`src/rtl/mips_fetch_stage.sv`:
```
// MIPS IF stage: PC register, instruction-memory handshake and IF/ID pipeline register.
// A hold buffer keeps a word that arrives while ID is stalled or flushed, so no fetched word is lost.
module mips_fetch_stage #(
  parameter logic [31:0] RESET_PC = 32'h0000_0000
) (
  input  logic        clk_i,
  input  logic        rst_n_i,
  output logic        imem_req_o,
  output logic [31:0] imem_addr_o,
  input  logic        imem_ack_i,
  input  logic [31:0] imem_rdata_i,
  input  logic        stall_d_i,
  input  logic        flush_d_i,
  input  logic        pcsrc_d_i,
  input  logic [31:0] pcbranch_d_i,
  input  logic        jump_d_i,
  input  logic [31:0] pcjump_d_i,
  output logic [31:0] pc_f_o,
  output logic [31:0] instr_d_o,
  output logic [31:0] pcplus4_d_o,
  output logic        valid_d_o
);

  typedef enum logic [1:0] {
    S_REQ     = 2'd0,
    S_HELD    = 2'd1,
    S_DISCARD = 2'd2
  } state_t;

  state_t      state_q, state_d;
  logic [31:0] pc_q, pc_d;
  logic [31:0] addr_q, addr_d;
  logic [31:0] instr_q, instr_d;
  logic [31:0] pc4_q, pc4_d;
  logic        valid_q, valid_d;
  logic [31:0] hold_instr_q, hold_instr_d;
  logic [31:0] hold_pc4_q, hold_pc4_d;

  logic        ack;
  logic        redirect;
  logic [31:0] target;

  always_ff @(posedge clk_i or negedge rst_n_i) begin
    if (!rst_n_i) begin
      state_q      <= S_REQ;
      pc_q         <= RESET_PC;
      addr_q       <= RESET_PC;
      instr_q      <= 32'h0;
      pc4_q        <= 32'h0;
      valid_q      <= 1'b0;
      hold_instr_q <= 32'h0;
      hold_pc4_q   <= 32'h0;
    end else begin
      state_q      <= state_d;
      pc_q         <= pc_d;
      addr_q       <= addr_d;
      instr_q      <= instr_d;
      pc4_q        <= pc4_d;
      valid_q      <= valid_d;
      hold_instr_q <= hold_instr_d;
      hold_pc4_q   <= hold_pc4_d;
    end
  end

  always_comb begin
    state_d      = state_q;
    pc_d         = pc_q;
    addr_d       = addr_q;
    instr_d      = instr_q;
    pc4_d        = pc4_q;
    valid_d      = valid_q;
    hold_instr_d = hold_instr_q;
    hold_pc4_d   = hold_pc4_q;

    ack      = imem_ack_i && (state_q != S_HELD);
    redirect = jump_d_i || pcsrc_d_i;
    target   = (jump_d_i ? pcjump_d_i : pcbranch_d_i) & ~32'h3;

    if (redirect) begin
      pc_d    = target;
      instr_d = 32'h0;
      pc4_d   = 32'h0;
      valid_d = 1'b0;
      if (state_q == S_HELD || ack) begin
        state_d = S_REQ;
      end else begin
        state_d = S_DISCARD;
        // Keep presenting the address of the request still in flight.
        if (state_q == S_REQ) addr_d = pc_q;
      end
    end else begin
      case (state_q)
        S_REQ: begin
          if (ack) begin
            pc_d = pc_q + 32'd4;
            if (flush_d_i || stall_d_i) begin
              hold_instr_d = imem_rdata_i;
              hold_pc4_d   = pc_q + 32'd4;
              state_d      = S_HELD;
              if (flush_d_i) begin
                instr_d = 32'h0;
                pc4_d   = 32'h0;
                valid_d = 1'b0;
              end
            end else begin
              instr_d = imem_rdata_i;
              pc4_d   = pc_q + 32'd4;
              valid_d = 1'b1;
            end
          end else if (flush_d_i || !stall_d_i) begin
            instr_d = 32'h0;
            pc4_d   = 32'h0;
            valid_d = 1'b0;
          end
        end
        S_HELD: begin
          if (flush_d_i) begin
            instr_d = 32'h0;
            pc4_d   = 32'h0;
            valid_d = 1'b0;
          end else if (!stall_d_i) begin
            instr_d = hold_instr_q;
            pc4_d   = hold_pc4_q;
            valid_d = 1'b1;
            state_d = S_REQ;
          end
        end
        default: begin
          if (ack) state_d = S_REQ;
          if (flush_d_i || !stall_d_i) begin
            instr_d = 32'h0;
            pc4_d   = 32'h0;
            valid_d = 1'b0;
          end
        end
      endcase
    end
  end

  assign imem_req_o  = rst_n_i && (state_q != S_HELD);
  assign imem_addr_o = (state_q == S_DISCARD) ? addr_q : pc_q;
  assign pc_f_o      = pc_q;
  assign instr_d_o   = instr_q;
  assign pcplus4_d_o = pc4_q;
  assign valid_d_o   = valid_q;

endmodule

```
`config.mk`:
```
export PLATFORM = sky130hd
export DESIGN_NAME = mips_fetch_stage
export DESIGN_NICKNAME = d
export VERILOG_FILES = /design/src/rtl/mips_fetch_stage.sv
export SDC_FILE = /design/constraint.sdc
export NUM_CORES = 1
export LEC_CHECK = 0
export ABC_AREA = 1
export ABC_CLOCK_PERIOD_IN_PS = 1900
export CORE_ASPECT_RATIO = 1.5
export CORE_UTILIZATION = 45
export CTS_CLUSTER_SIZE = 14
export DETAILED_ROUTE_END_ITERATION = 8
export PLACE_DENSITY_LB_ADDON = 0.2
export SLEW_MARGIN = 40
export SYNTH_ARGS = -nofsm -noshare
export SYNTH_HDL_FRONTEND = slang
export SYNTH_SLANG_ARGS = --single-unit
```
`constraint.sdc`:
```
create_clock -name clk_i -period 1.9 [get_ports clk_i]
set_input_delay 0.38 -clock clk_i [delete_from_list [all_inputs] [get_ports clk_i]]
set_output_delay 0.38 -clock clk_i [all_outputs]
set_load 0.05 [all_outputs]
```
==> metrics.cfg <==
[sta]
relSlewSlack=0.6286
fmax_mhz=448.2
rsz0062_at_grt=true
min_period_ns=2.231
finalSetupViolations=75
hold_viol_final=0
maxSlewViolCount=0
tightest_slew_ns=0.5572
fin_skew_ns=0.01004
fin_ws_ns=-0.3312
fin_crit_sh=1.174

[pwr]
p_comb_frac=0.354
p_leak_nw=7.319
swShare=0.3602
seqPwrFrac=0.378
ir_drop_uv=683.8
switchingPower_w=0.004914
p_per_area_nw_per_um2=863.0
power.share.clock=0.268
internal-power_w=0.008729

[final_layout]
final_nets=1900
drive_above_1_share=0.2117
stdcell_area_um2=15810
syn_to_final_growth_pct=48.23
num-fill-cells=1881
mostFrequentLayoutCells=nand2_1, o21ai_0, dfrtp_1
antenna_cells=0
layout_commonest_cell=nand2_1

[logic_synthesis]
synth.distinct_cells=30
syn_area_um2=10670
synth.avg_cell_area_um2=7.072
synthAdderAreaFrac=0.001173
ys_ff_latch=189
yosysSeqAreaShare=0.4435
ys_warn_count=0
synth_top_family_by_area=simple AND/OR/NAND/NOR gates
synth-compound-area-share=0.2209
synth_cells=1508
synthMuxAreaShare=0
synthXorXnorAreaFrac=0.008212
yosys.area_share.simple=0.2462

[clock_network]
clk_path_buf_depth=2
ctsRootBufferMaster=clkbuf_16
cts_buffers=17
cts_tree=built
htreeDepth=4
clock-sinks=189
clkTransAtPathRegs_ns=0.07
clock_latency_ns=0.44

[drt]
via_count=11610
drtAntennaViolNets=0
drc=0
first_pass_iters=5
wl_um=37250
detail_route.wl_per_cell_um=17.54
drt-initial-drc-count=932
vias_per_cell=5.464

[placed_design]
postPlaceCellArea_um2=14100
globalplace.congestion=0.9184
numPortBuffers=224
pre_cts_slack_ns=-0.3187
dp_hpwl_um=24200

[grt]
grtUsageMet1=0.3657
grt.overflow.total=0
grt_usage=0.2928
top_usage_layer=met2
met3_usage=0.04854
grt_max_degree=98
grt_pass1_vias=11030
met2_usage=0.5002
grt_pass1_wl_um=55810
antenna_found_initial=0

[critical_path]
startpoint_type=register
cp-end-kind=primary output
crit_chain=buf_6 -> nand2_8 -> buf_12 -> buf_12 -> nor2_4 -> a21oi_2 -> buf_4 -> buf_12
crit_buf_inv=5
cp.required_ns=1.52
path_common_cell=buf_12
cpMaxStageDelayCell=dfrtp_4
slowest_delay_ns=0.48
reg2reg_depth=13
setup.worst_path.class=register to primary output
crit_fanout=5
arrival_ns=1.85
cp_num_cells=8
crit_family=buffers and inverters

[flow_run]
drv_cap=0

[run_status]
violations=negative setup slack
status=finished, violations left

[floorplanning]
die_width_um=127.7
die-area_um2=24330
std_cell_rows=68
pin_count=233
die_h_um=190.6
core_area_um2=23140
start_util=0.4609

[hold_path]
min_path_cells=2
hold_path.class=register to register

==> synthesized netlist by cell type <==
cell type | n | area [um2]
nand2_1 | 428 | 1607
o21ai_0 | 242 | 1211
dfrtp_1 | 189 | 4730
a21oi_1 | 136 | 680.7
nor2_1 | 125 | 469.2
inv_1 | 99 | 371.6
nand3_1 | 76 | 380.4
clkbuf_1 | 64 | 240.2
o21ai_1 | 31 | 155.2
o221ai_1 | 23 | 201.4
buf_2 | 20 | 100.1
buf_4 | 12 | 90.09
and2_1 | 11 | 68.82
xor2_1 | 9 | 78.83
o211ai_1 | 8 | 60.06
buf_1 | 6 | 22.52
a31oi_1 | 5 | 31.28
inv_2 | 5 | 18.77
nor2_2 | 5 | 31.28
nor2_4 | 3 | 33.78
nand2_2 | 2 | 12.51
a32o_1 | 1 | 10.01
conb_1 | 1 | 3.750
ha_1 | 1 | 12.51
inv_4 | 1 | 6.260
nand3b_1 | 1 | 7.510
nand4_1 | 1 | 6.260
nor3_2 | 1 | 10.01
o22ai_1 | 1 | 6.260
xnor2_1 | 1 | 8.760
==> flip-flops by register name (all words and copies together), names as in the netlist <==
signal	count
hold_instr_q	32
instr_d_o	32
pcplus4_d_o	32
addr_q	30
hold_pc4_q	30
pc_f_o	30
state_q	2
valid_d_o	1
==> final cells by class <==
type,instances,area [um2],share of cell area
repair buffers,368,4039,0.2555
inverters,105,419.2,0.02651
clock inverters,10,112.6,0.007123
multi-input cells,1115,5622,0.3556
flip-flops and latches,189,4738,0.2997
well taps,315,394.1,0.02493
clock buffers,22,484.2,0.03063
==> metrics by stage <==
step                      hold slack, ns  total power [W]    util  setup TNS (ns)  std cells
final                             0.4819          0.01364  0.6831          -10.60       2124
after global routing              0.5012          0.01425  0.6831          -18.25       2124
after CTS                         0.4836          0.01336  0.6504          -8.463       2105
after detailed placement          0.4084         0.009520  0.6094          -34.80       2056
after global placement            0.4040         0.009436  0.6094          -30.86       2056
after floorplan                  0.08441         0.007576       -          -1.557       1511
==> layer usage <==
metal / vias up / part of all wire
met5: - / 0
met4: 0 / 0.041
met3: 99 / 0.071
met2: 556 / 0.50
met1: 5409 / 0.39
li1: 5541 / -
==> worst paths after layout <==
| check | from | to | slack, ns |
|---|---|---|---|
| min in group asynchronous | rst_n_i | instr_d_o[28]$_DFFE_PN0P_ | 0.51 |
| setup / recovery | state_q[1]$_DFFE_PN0P_ | imem_addr_o[9] | -0.33 |
| max in group asynchronous | rst_n_i | hold_pc4_q[21]$_DFFE_PN0P_ | 0.55 |
| setup reg to reg | state_q[1]$_DFFE_PN0P_ | instr_d_o[6]$_DFFE_PN0P_ | -0.09 |
| hold / removal | hold_instr_q[11]$_DFFE_PN0P_ | hold_instr_q[11]$_DFFE_PN0P_ | 0.48 |
| hold reg to reg | hold_instr_q[11]$_DFFE_PN0P_ | hold_instr_q[11]$_DFFE_PN0P_ | 0.48 |
==> worst register-to-register path, delay by kind of cell (launching register included) <==
kind / cells / cell delay, ns
compound gates: 1 / 0.07
buf+inv: 5 / 0.57
flops: 1 / 0.42
simple gates: 7 / 0.83
==> repair_timing <==
action                     CTS  global route
hold buffers                 1             0
pin swaps                   10            13
cloned                       2            13
hold endpoints to repair    18             0
gates resized for setup     76           118
setup endpoints to repair   64           161
buffers inserted            14             9
==> power by group through the flow <==
stage / combinational (W) / clock [W] / sequential [W]
floorplan: 0.00202 / 0 / 0.00555
global placement: 0.00430 / 0 / 0.00514
detailed placement: 0.00435 / 0 / 0.00517
CTS: 0.00455 / 0.00371 / 0.00511
global route: 0.00518 / 0.00384 / 0.00523
finish: 0.00482 / 0.00366 / 0.00516
==> cells by family after synthesis <==
family                     Yosys count
DFF                                189
buffers and inverters              207
adders and majority gates            1
xor gates and xnor gates            10
AOI/OAI and AO/OA                  447
and+or+nand+nor                    653
other                                1
(Power assumes the default switching activity.)
